## src/rtl/pipeline_stall_ctrl_pkg.sv

```systemverilog
// rtl/pipeline_stall_ctrl_pkg.sv - shared state encoding and defaults for the stall controller
package pipeline_stall_ctrl_pkg;

  localparam int DEFAULT_CNT_WIDTH = 32;

  // Encoding 2 is reserved; the FSM recovers from it to ST_RUN.
  typedef enum logic [1:0] {
    ST_RUN      = 2'd0,
    ST_MEM_WAIT = 2'd1,
    ST_RSVD     = 2'd2,
    ST_ERROR    = 2'd3
  } ctrl_state_e;

endpackage

```

## src/rtl/pipeline_stall_ctrl_sat_counter.sv

```systemverilog
// rtl/pipeline_stall_ctrl_sat_counter.sv - saturating up-counter with synchronous clear
module sat_counter #(
  parameter int WIDTH = 32
) (
  input  logic             clk,
  input  logic             clr,
  input  logic             en,
  output logic [WIDTH-1:0] count
);

  // Count enabled cycles, sticking at all-ones instead of wrapping.
  always_ff @(posedge clk) begin
    if (clr) begin
      count <= '0;
    end else if (en && !(&count)) begin
      count <= count + {{(WIDTH-1){1'b0}}, 1'b1};
    end
  end

endmodule

```

## src/rtl/pipeline_stall_ctrl.sv

```systemverilog
// rtl/pipeline_stall_ctrl.sv - pipeline freeze/flush/bubble controller with memory-wait timeout
module pipeline_stall_ctrl
  import pipeline_stall_ctrl_pkg::*;
#(
  parameter int CNT_WIDTH   = DEFAULT_CNT_WIDTH,
  parameter int MEM_TIMEOUT = 16
) (
  input  logic                 clk,
  input  logic                 rst,
  input  logic                 hazard_detected,
  input  logic                 branch_taken,
  input  logic                 mem_req,
  input  logic                 mem_ready,
  output logic                 freeze_pc,
  output logic                 freeze_if_id,
  output logic                 flush_if_id,
  output logic                 bubble_id_ex,
  output logic                 freeze_back,
  output logic [1:0]           ctrl_state,
  output logic [CNT_WIDTH-1:0] stall_cnt,
  output logic [CNT_WIDTH-1:0] flush_cnt,
  output logic                 mem_timeout_err
);

  // Wide enough to hold MEM_TIMEOUT itself so the increment never wraps.
  localparam int TW = $clog2(MEM_TIMEOUT) + 1;
  localparam logic [TW-1:0] TMO_LAST = TW'(MEM_TIMEOUT - 1);

  ctrl_state_e          state;
  ctrl_state_e          state_nxt;
  logic [TW-1:0]        wait_tmr;
  logic [TW-1:0]        wait_tmr_nxt;

  logic                 f_pc;
  logic                 f_if_id;
  logic                 f_flush;
  logic                 f_bubble;
  logic                 f_back;
  logic                 f_err;

  logic [CNT_WIDTH-1:0] stall_q;
  logic [CNT_WIDTH-1:0] flush_q;

  // State and wait-timer registers.
  always_ff @(posedge clk) begin
    if (rst) begin
      state    <= ST_RUN;
      wait_tmr <= '0;
    end else begin
      state    <= state_nxt;
      wait_tmr <= wait_tmr_nxt;
    end
  end

  // Next-state and raw control outputs; memory stall beats branch beats hazard.
  always_comb begin
    state_nxt    = state;
    wait_tmr_nxt = wait_tmr;
    f_pc         = 1'b0;
    f_if_id      = 1'b0;
    f_flush      = 1'b0;
    f_bubble     = 1'b0;
    f_back       = 1'b0;
    f_err        = 1'b0;
    case (state)
      ST_RUN: begin
        if (mem_req && !mem_ready) begin
          f_pc         = 1'b1;
          f_if_id      = 1'b1;
          f_back       = 1'b1;
          state_nxt    = ST_MEM_WAIT;
          wait_tmr_nxt = '0;
        end else if (branch_taken) begin
          f_flush  = 1'b1;
          f_bubble = 1'b1;
        end else if (hazard_detected) begin
          f_pc     = 1'b1;
          f_if_id  = 1'b1;
          f_bubble = 1'b1;
        end
      end
      ST_MEM_WAIT: begin
        if (mem_ready) begin
          state_nxt = ST_RUN;
        end else begin
          f_pc         = 1'b1;
          f_if_id      = 1'b1;
          f_back       = 1'b1;
          wait_tmr_nxt = wait_tmr + TW'(1);
          if (wait_tmr == TMO_LAST) begin
            state_nxt = ST_ERROR;
          end
        end
      end
      ST_ERROR: begin
        f_pc    = 1'b1;
        f_if_id = 1'b1;
        f_back  = 1'b1;
        f_err   = 1'b1;
      end
      default: begin
        state_nxt = ST_RUN;
      end
    endcase
  end

  // Reset masks every output in the cycle it is asserted.
  assign freeze_pc       = !rst && f_pc;
  assign freeze_if_id    = !rst && f_if_id;
  assign flush_if_id     = !rst && f_flush;
  assign bubble_id_ex    = !rst && f_bubble;
  assign freeze_back     = !rst && f_back;
  assign mem_timeout_err = !rst && f_err;
  assign ctrl_state      = rst ? 2'b00 : state;
  assign stall_cnt       = rst ? '0 : stall_q;
  assign flush_cnt       = rst ? '0 : flush_q;

  sat_counter #(.WIDTH(CNT_WIDTH)) u_stall_cnt (
    .clk   (clk),
    .clr   (rst),
    .en    (freeze_pc),
    .count (stall_q)
  );

  sat_counter #(.WIDTH(CNT_WIDTH)) u_flush_cnt (
    .clk   (clk),
    .clr   (rst),
    .en    (flush_if_id),
    .count (flush_q)
  );

endmodule

```

## config.mk

```make
export PLATFORM = sky130hd
export DESIGN_NAME = pipeline_stall_ctrl
export DESIGN_NICKNAME = d
export VERILOG_FILES = /design/src/rtl/pipeline_stall_ctrl_pkg.sv /design/src/rtl/pipeline_stall_ctrl_sat_counter.sv /design/src/rtl/pipeline_stall_ctrl.sv
export SDC_FILE = /design/constraint.sdc
export NUM_CORES = 1
export LEC_CHECK = 0
export CAP_MARGIN = 20
export CORE_ASPECT_RATIO = 0.6
export CORE_MARGIN = 10
export CORE_UTILIZATION = 57
export DETAILED_ROUTE_END_ITERATION = 7
export PLACE_DENSITY_LB_ADDON = 0.12
export SYNTH_ARGS = -nofsm -noshare
export SYNTH_HDL_FRONTEND = slang
export SYNTH_SLANG_ARGS = --single-unit
```

## constraint.sdc

```tcl
create_clock -name clk -period 6.49 [get_ports clk]
set_input_delay 1.298 -clock clk [delete_from_list [all_inputs] [get_ports clk]]
set_output_delay 1.298 -clock clk [all_outputs]
set_load 0.02 [all_outputs]
```

* Word level (Yosys, flattened, before mapping)
Cells that the tools add are included.
** Storage, ports and cells
- Bits in registers :: 71
- Bits of input ports :: 6
- Output and inout bits :: 72
- Logic and storage cells :: 56
** Cells by class
- Add/sub/neg operators :: 3
- Equality and inequality tests :: 6
- Multiplexer cells :: 24
- Bitwise operators :: 1
- Reductions and logical operators :: 18
** Operators with widths (count)
- adder 32 x 1 -> 32 bit, second input constant :: 2
- two-way mux 32 bit :: 2
- AND reduction 32 bit :: 2
- two-way mux 1 bit :: 12
- two-way mux 5 bit :: 2
- one-hot mux 5 bit (2 select lines) :: 1
- logical AND 1 bit :: 8
- two-way mux 2 bit :: 4
- one-hot mux 1 bit (3 select lines) :: 2
- one-hot mux 2 bit (3 select lines) :: 1
- AND reduction 3 bit :: 2
- adder 5 x 1 -> 5 bit, second input constant :: 1
- == test 5 x 4 -> 1 bit, second input constant :: 1
- zero test 1 bit :: 4
- inequality test 2 bit, second input constant :: 2
- inequality test 3 bit, second input constant :: 1
- == test 2 x 1 -> 1 bit, second input constant :: 1
- == test 2 bit, second input constant :: 1
- zero test 2 bit :: 1
- nonzero test 2 bit :: 1
- NOT 1 bit :: 1

* Logic depth before layout (Yosys ltp)
Gate-level depths: netlist of run 1.
- Depth after elaboration :: 6
- Mapped depth :: 7
- Gate-level depth less buffers :: 6

* Modules after synthesis
Synthesis of run 1 repeated with hierarchy kept, for this count alone.
** Second synthesis, totals
- Cells, all modules :: 505
- Area total of the unflattened synthesis :: 4281.6 sq um
** Modules (own cells, without submodules)
- sat_counter :: instances 2, cells each 191, area an instance 1721.7 sq um, seq. area each 640.6 sq um
- pipeline_stall_ctrl :: instances 1, cells each 123, area an instance 838.3 sq um, seq. area each 140.1 sq um

* Worst setup path after synthesis of run 1
OpenSTA, ideal clock, no wires.
- Path type :: in2out
- Start point :: input port rst
- End point :: output port freeze_pc
- Arrival time :: 2767 ps
- Data required time :: 5192 ps
- Setup slack :: 2425 ps
- Stages on the path :: 6
- Buffers on the path :: 5
- Cell sequence :: clkbuf_1 -> clkbuf_1 -> clkbuf_1 -> buf_1 -> nor2_1 -> buf_4
** Between the ends
- Word-level cells in the longest chain between the ends :: 2
** RTL lines
- start, declared :: line pipeline_stall_ctrl.sv:9 : input logic rst,
- zero test 1 bit
- logical AND 1 bit
- end, declared :: line pipeline_stall_ctrl.sv:14 : output logic freeze_pc,
Every way passes these cells.

* Worst setup path after layout of run 1
- Start point :: input port branch_taken
- End point :: output port flush_if_id
** Between the ends
- Word-level cells in the longest chain between the ends :: 4
** RTL lines
- start, declared :: line pipeline_stall_ctrl.sv:11 : input logic branch_taken,
- two-way mux 1 bit :: line pipeline_stall_ctrl.sv:73 : end else if (branch_taken) begin
- two-way mux 1 bit :: line pipeline_stall_ctrl.sv:67 : if (mem_req && !mem_ready) begin
- two-way mux 1 bit :: line pipeline_stall_ctrl.sv:65 : case (state)
- logical AND 1 bit :: line pipeline_stall_ctrl.sv:110 : assign flush_if_id = !rst && f_flush;
- end, declared :: line pipeline_stall_ctrl.sv:16 : output logic flush_if_id,
Every way passes these cells.

==> results_dict.tcl, run 1 <==
set metrics [dict create \
    worstReg2RegEnd "u_flush_cnt.count[25]" \
    synthArstFlopShare 0 \
    use_met1 0.291 \
    dpl_cell_area_um2 4870 \
    final_common_cell "clkdlybuf4s50_1" \
    combPwrFrac 0.059 \
    p_seq_frac 0.452 \
    irDropWorstVdd_v 0.000152 \
    ant_nets 0 \
    cts_resized 0 \
    area_growth_pct 26.4 \
    met3_usage 0.0738 \
    start_kind "input pin" \
    grt_pass1_vias 3894 \
    p_sw_frac 0.228 \
    cp-startpoint "branch_taken" \
    timing.final.hold_violations 0 \
    fin_area_um2 5180 \
    grt_pass1_wl_um 19300 \
    die_h_um 85.7 \
    slew-limit-headroom 0.366 \
    status "completed" \
    cp-end-kind "output port" \
    die-width_um 129 \
    r2r_slack_ps 3580 \
    synthDistinctLibCells 52 \
    grt_start_max_net_pins 77 \
    worst_slew_pin_slew_ps 946 \
    synth_area_um2 4100 \
    synth_edf_count 0 \
    pwr_density_cell_nw_per_um2 189 \
    num_vias 4173 \
    syn_nets 525 \
    cts_tree "yes" \
    worst-setup-path-type "in -> out" \
    drt_iter0_drc 559 \
    r2r_start "state[0]" \
    diodes 0 \
    drtPass1Iterations 5 \
    p_switching_mw 0.224 \
    period_share 0.718 \
    top_usage_layer "met2" \
    ys_seq_area_frac 0.347 \
    hold_end "u_flush_cnt.count[14]" \
    place_congestion 0.907 \
    row_count 23 \
    core_area_um2 6820 \
    path_max_fanout 7 \
    fin_setup_tns_ps 0 \
    setup_viol 0 \
    die-area_um2 11100 \
    port_buffers 77 \
    dpl_worst_slack_ps 1950 \
    met2_usage 0.295 \
    cts_max_level 3 \
    track_usage 0.211 \
    layout_common_cells "76 x clkdlybuf4s50_1, 71 x dfxtp_1, 59 x nor2b_1" \
    power_mw 0.982 \
    drive_gt1_frac 0.109 \
    ys.flop_type "dfxtp_1" \
    clock-sinks 71 \
    maxCapViolCount 0 \
    clk-insertion-delay-late_ps 340 \
    routed_wl_um 11700 \
    p_int_mw 0.758 \
    worst_slack_ps 1830 \
    cts_root_buf "clkbuf_16" \
    ys_ff_latch 71 \
    period_minus_slack_ps 4660 \
    hold_buffers 0 \
    rsz0062_at_grt "no" \
    rr_worst_depth 5 \
    clockBufferDepth 2 \
    yosys_warnings 0 \
    whs_path_depth 1 \
    worstPathRequired_ps 5190 \
    syn-instance-count 515 \
    fin_worst_skew_ps 4.55 \
    grt_overflow 0 \
    utilization 0.760 \
    routed_via_density 6.20 \
    hold_path_startpoint "u_flush_cnt.count[14]" \
    cts_setup_buffers 0 \
    io_pins 78 \
    synth.avg_cell_area_um2 7.96 \
    finalNetCount 591 \
    initial_core_util 0.601 \
    antenna_found_initial 0 \
    dp.final_hpwl_um 8470 \
    power_leakage_nw 1.78 \
    worstPathArrival_ps 3360 \
    cts-buffers-inserted 9 \
    hold_class "reg -> reg" \
    maxSlewViolCount 0 \
    path_clk_slew_ps 50 \
    wl_per_cell_um 17.3 \
    drc 0 \
    fmax_mhz 215 \
    clock_power_share 0.490 \
]
worst max path at each step:
stage,endpoint,slack (ps),cells past startpoint
after detailed placement,flush_if_id,1950,5
final,flush_if_id,1830,5
after global placement,flush_if_id,1980,5
after floorplan,freeze_pc,2420,6
after global routing,flush_if_id,1690,5
after CTS,flush_if_id,1850,5
layer usage:
metal  wire, µm  part of all wire  vias to the layer above
met5          0                 0                        -
met4        138             0.012                        0
met3       1260              0.11                       18
met2       4860              0.42                      211
met1       5400              0.46                     1950
li1           -                 -                     1994
stage by stage:
stage	instances	hold slack, ps
5_1_grt	673	523
3_5_place_dp	655	474
2_1_floorplan	515	443
4_1_cts	671	490
3_3_place_gp	655	468
6_report	673	493
layout make-up:
cell class | instances | area, µm²
Clock inverter | 3 | 15.0
Tap cell | 87 | 109
Multi-Input combinational cell | 406 | 2520
Timing Repair Buffer | 80 | 792
Sequential cell | 71 | 1420
Inverter | 13 | 48.8
Fill cell | 511 | 1640
Clock buffer | 13 | 280
state kept, by name, indices dropped and copies added, names as in the netlist:
signal and cells:
state 2, u_flush_cnt.count 32, u_stall_cnt.count 32, wait_tmr 5
power groups by stage:
stage | registers, mW | logic [mW] | clock network (mW)
after floorplan | 0.451 | 0.0402 | 0
after global placement | 0.453 | 0.0549 | 0
after detailed placement | 0.453 | 0.0565 | 0
after CTS | 0.444 | 0.0574 | 0.484
after global routing | 0.444 | 0.0634 | 0.505
final | 0.444 | 0.0575 | 0.481
cell families after synthesis:
group | synth area share
compound gates | 0.107
xor+xnor | 0.0128
fa+ha+maj | 0.0122
buf+inv | 0.0394
flops | 0.347
mux | 0.0794
simple gates | 0.402
worst max-delay path: stages:
cell and delay [ps]:
clkdlybuf4s50_1 510, nor4b_1 440, nand2_1 290, inv_1 190, clkdlybuf4s50_1 630
cells in the mapped netlist, drive strengths merged, types with 2 or more instances:
library cell | count | area share
o31ai | 6 | 0.011
clkbuf | 17 | 0.016
nand4 | 19 | 0.029
a22oi | 2 | 0.0037
and2 | 2 | 0.0031
inv | 13 | 0.012
nor2 | 58 | 0.053
nand3 | 26 | 0.032
nor4b | 2 | 0.0043
or4b | 3 | 0.010
and4 | 7 | 0.015
dfxtp | 71 | 0.35
buf | 8 | 0.012
and3 | 6 | 0.0092
a21oi | 16 | 0.020
nor4 | 12 | 0.027
nor3 | 29 | 0.035
or3 | 12 | 0.019
o21ai | 28 | 0.034
ha | 4 | 0.012
xnor2 | 4 | 0.0085
or4 | 14 | 0.026
or2 | 3 | 0.0046
nand2 | 43 | 0.039
mux2 | 28 | 0.077
o21bai | 2 | 0.0037
o21ba | 2 | 0.0049
nor2b | 59 | 0.090
xor2 | 2 | 0.0043
Note: power is estimated with default switching activity, not from simulation.
==> inputs of run 2 (changes only) <==
- CORE_UTILIZATION: 57 -> 53
- clock period: 6.49 -> 4.4 ns (I/O delays scaled with it)
==> run 2 against run 1 <==
  * Sequential share of layout area is 0.31 points lower
  * Utilization is 5.0 points lower
  * Cell area is 1.1% higher
  * Non-clock buffer count is 1 lower
  * Worst hold slack worse by 2.5 ps
  * Final cell count is 2.4% higher
  * First-iteration DRC count is 33% lower
  * Routed wire length is 2.9% lower
==> results_dict.tcl, run 2 (synthesized netlist as in run 1, its figures left out) <==
set metrics [dict create \
    period_share 0.842 \
    maxSlewViolCount 0 \
    maxCapViolCount 0 \
    drt_iter0_drc 376 \
    drtPass1Iterations 5 \
    core_area_um2 7390 \
    path_max_fanout 7 \
    timing.critical_path.buf_inv 3 \
    diodes 0 \
    wl_per_cell_um 16.4 \
    status "completed" \
    timing.final.hold_violations 0 \
    critical_path.top_delay_family "buffers and inverters" \
    setup_viol 0 \
    cts_max_level 3 \
    path_clk_slew_ps 50 \
    grt_pass1_wl_um 18200 \
    cts-buffers-inserted 9 \
    io_pins 78 \
    period_minus_slack_ps 3700 \
    clock-sinks 71 \
    crit_chain "clkdlybuf4s50_1 -> nor4b_1 -> nand2_1 -> inv_1 -> clkdlybuf4s50_1" \
    drive_gt1_frac 0.104 \
    worst_slew_pin_slew_ps 977 \
    power_mw 1.53 \
    slowest_delay_ps 630 \
    area_growth_pct 27.9 \
    dp.final_hpwl_um 8370 \
    row_count 24 \
    grt_overflow 0 \
    routed_wl_um 11300 \
    die_h_um 88.1 \
    cts_root_buf "clkbuf_16" \
    fin_worst_skew_ps 6.84 \
    final_common_cell "clkdlybuf4s50_1" \
    clk-insertion-delay-late_ps 330 \
    initial_core_util 0.555 \
    power_leakage_nw 1.79 \
    place_congestion 0.841 \
    fin_setup_tns_ps 0 \
    antenna_found_initial 0 \
    num_vias 4102 \
    worstPathRequired_ps 3520 \
    drc 0 \
    cts_tree "yes" \
    cts_setup_buffers 0 \
    cp_slowest_cell "clkdlybuf4s50_1" \
    finalNetCount 590 \
    utilization 0.710 \
    slew-limit-headroom 0.343 \
    routed_via_density 5.95 \
    start_kind "input pin" \
    top_regs "u_flush_cnt.count x32, u_stall_cnt.count x32, wait_tmr x5" \
    grt_start_max_net_pins 103 \
    rsz0062_at_grt "no" \
    track_usage 0.187 \
    crit_top_cell "clkdlybuf4s50_1" \
    hold_class "reg -> reg" \
    layout_common_cells "76 x clkdlybuf4s50_1, 71 x dfxtp_1, 59 x nor2b_1" \
    cts_resized 0 \
    grt_pass1_vias 3702 \
    port_buffers 77 \
    fmax_mhz 270 \
    cp-end-kind "output port" \
    clockBufferDepth 2 \
    worst-setup-path-type "in -> out" \
    ant_nets 0 \
    irDropWorstVdd_v 0.000191 \
    worstPathArrival_ps 2820 \
    hold_buffers 0 \
    die-area_um2 11800 \
    die-width_um 134 \
    pwr_density_cell_nw_per_um2 292 \
]
## run 2: changes by cell type in the layout (fill, tap and decap cells not counted), sizes merged
| cell | previous run | this run |
|---|---|---|
| bufinv | 0 | 2 |
| clkbuf | 14 | 13 |
| clkinv | 3 | 1 |
## run 2: report_power, final
part	internal [mW]	switching, mW	total, mW
sequential	0.648	0.00654	0.655
clock	0.526	0.263	0.790
combinational	0.0314	0.0543	0.0857
## run 2: path summary, 6_finish.rpt
path | startpoint | to | slack [ps] | cells past startpoint
hold / removal | u_stall_cnt.count[30] | u_stall_cnt.count[30] | 490 | 1
setup reg to reg | state[1] | u_flush_cnt.count[28] | 1750 | 5
hold reg to reg | u_stall_cnt.count[30] | u_stall_cnt.count[30] | 490 | 1
setup / recovery | branch_taken | flush_if_id | 700 | 5
## run 2: worst reg2reg max path: cells and delay by family (launching register included)
kind	cells	cell delay, ps
AO/OA/AOI/OAI	1	440
AND/OR/NAND/NOR	3	1350
flip-flops	1	400
multiplexers	1	360
## run 2: layout make-up
type,count,area [µm²]
multi-input cells,406,2520
inverters,13,48.8
repair buffers,79,800
clock buffers,13,260
well taps,104,130
fillers,627,2150
flip-flops and latches,71,1420
clock inverters,3,65.1
## run 2: through the flow
step | cells | area [µm²] | setup slack [ps] | hold WS, ps
after detailed placement | 672 | 4900 | 737 | 480
after global routing | 689 | 5240 | 566 | 530
final | 689 | 5240 | 696 | 491
after global placement | 672 | 4900 | 775 | 467
after CTS | 688 | 5230 | 722 | 489
after floorplan | 515 | 4100 | 1170 | 443
## run 2: per-layer routing
layer	global-route usage	wire length, µm	vias to the layer above
li1	-	-	1996
met2	0.268	4650	178
met1	0.251	5390	1922
met4	0.0541	73	0
met5	0	0	-
met3	0.0783	1210	6
==> inputs of run 3 (changes only) <==
- CORE_UTILIZATION: 53 -> 47
- clock period: 4.4 -> 3.4 ns (I/O delays scaled with it)
==> run 3 against run 2 <==
  * Utilization fell by 8.9 points
  * Global-route usage shrank 1.3 points
  * Die area grew 10%
  * Routed wire length rose by 2.3%
  * Cell area is 0.53% higher
  * Critical path depth unchanged
  * Critical endpoint is now freeze_pc
  * Largest cell class unchanged
==> results_dict.tcl, run 3 (synthesized netlist as in run 1, its figures left out) <==
set metrics [dict create \
    setup_viol 0 \
    num_vias 4091 \
    clockBufferDepth 2 \
    initial_core_util 0.483 \
    power_mw 1.94 \
    p_int_mw 1.51 \
    area_growth_pct 28.5 \
    period_share 0.958 \
    clock-sinks 71 \
    maxSlewViolCount 0 \
    cts_resized 0 \
    start_kind "input pin" \
    routed_via_density 5.84 \
    path_max_fanout 7 \
    die-width_um 141 \
    worstPathRequired_ps 2720 \
    die-area_um2 13000 \
    p_seq_frac 0.437 \
    track_usage 0.174 \
    cp-end-kind "output port" \
    maxCapViolCount 0 \
    dp.final_hpwl_um 8680 \
    finalNetCount 594 \
    rsz0062_at_grt "no" \
    cts-buffers-inserted 9 \
    fmax_mhz 307 \
    multi_input_comb_area_um2 2520 \
    port_buffers 77 \
    fin_setup_tns_ps 0 \
    path_clk_slew_ps 50 \
    grt_start_max_net_pins 89 \
    slew-limit-headroom 0.400 \
    hold_buffers 0 \
    drt_iter0_drc 446 \
    top_regs "u_flush_cnt.count x32, u_stall_cnt.count x32, wait_tmr x5" \
    antenna_found_initial 0 \
    cts_tree "yes" \
    crit_chain "clkdlybuf4s50_1 -> or4b_4 -> o221a_4 -> nor2_1 -> clkdlybuf4s50_1" \
    power_leakage_nw 1.81 \
    period_minus_slack_ps 3260 \
    drc 0 \
    worstPathArrival_ps 2580 \
    slowest_delay_ps 630 \
    timing.critical_path.buf_inv 2 \
    place_congestion 0.897 \
    worst-setup-path-type "in -> out" \
    wl_per_cell_um 16.5 \
    critical_path.top_delay_family "buffers and inverters" \
    hold_class "reg -> reg" \
    diodes 0 \
    grt_pass1_vias 3692 \
    irDropWorstVdd_v 0.000277 \
    routed_wl_um 11600 \
    cts_setup_buffers 0 \
    timing.final.hold_violations 0 \
    fin_worst_skew_ps 4.37 \
    combPwrFrac 0.058 \
    p_switching_mw 0.434 \
    dpl_cell_area_um2 4950 \
    clk-insertion-delay-late_ps 340 \
    p_sw_frac 0.224 \
    drtPass1Iterations 5 \
    final_common_cell "clkdlybuf4s50_1" \
    core_area_um2 8490 \
    pwr_density_cell_nw_per_um2 368 \
    drive_gt1_frac 0.114 \
    fillCellCount 727 \
    cp_slowest_cell "clkdlybuf4s50_1" \
    die_h_um 92.3 \
    hold_slack_ps 502 \
    layout_common_cells "76 x clkdlybuf4s50_1, 71 x dfxtp_1, 59 x nor2b_1" \
    final-seq-area_um2 1420 \
    grt_overflow 0 \
    r2r_slack_ps 780 \
    grt_pass1_wl_um 18900 \
    cts_max_level 3 \
    ant_nets 0 \
    worst_slew_pin_slew_ps 896 \
    crit_top_cell "clkdlybuf4s50_1" \
    row_count 26 \
    clock_power_share 0.505 \
    fin_area_um2 5270 \
    status "completed" \
    io_pins 78 \
    cts_root_buf "clkbuf_16" \
]
run 3: changes by cell type in the layout (fill, tap and decap cells not counted), sizes merged:
cell / before / now
clkinv: 1 / 2
bufinv: 2 / 1
buf: 3 / 7
run 3: worst paths after layout:
check | start | cells after the start | to
worst max-delay path | branch_taken | 5 | freeze_pc
worst min register to register | u_flush_cnt.count[10] | 1 | u_flush_cnt.count[10]
worst max register to register | u_flush_cnt.count[17] | 5 | u_flush_cnt.count[29]
worst min-delay path | u_flush_cnt.count[10] | 1 | u_flush_cnt.count[10]
run 3: layer usage:
| metal | GRT usage | wire (µm) | vias up | share of wire |
|---|---|---|---|---|
| met1 | 0.255 | 5960 | 1920 | 0.51 |
| li1 | - | - | 2011 | - |
| met3 | 0.0658 | 1080 | 11 | 0.093 |
| met2 | 0.229 | 4430 | 149 | 0.38 |
| met4 | 0.0454 | 118 | 0 | 0.010 |
| met5 | 0 | 0 | - | 0 |
run 3: power by group through the flow:
stage | sequential, mW | clock [mW] | combinational (mW)
2_1_floorplan | 0.862 | 0 | 0.0767
3_3_place_gp | 0.865 | 0 | 0.109
3_5_place_dp | 0.865 | 0 | 0.112
4_1_cts | 0.847 | 0.993 | 0.112
5_1_grt | 0.848 | 1.03 | 0.125
6_report | 0.847 | 0.980 | 0.113
run 3: through the flow:
step           utilization  cells  setup slack [ps]
3_5_place_dp         0.583    685               127
6_report             0.621    701               142
2_1_floorplan            -    515               571
5_1_grt              0.621    701              99.7
3_3_place_gp         0.583    685               144
4_1_cts              0.620    701               129
run 3: final cells by class:
class,instances,share of cell area
Clock buffer,13,0.0513
Clock inverter,3,0.00760
Inverter,13,0.00926
Multi-Input combinational cell,406,0.479
Sequential cell,71,0.270
Tap cell,112,0.0266
Timing Repair Buffer,83,0.157
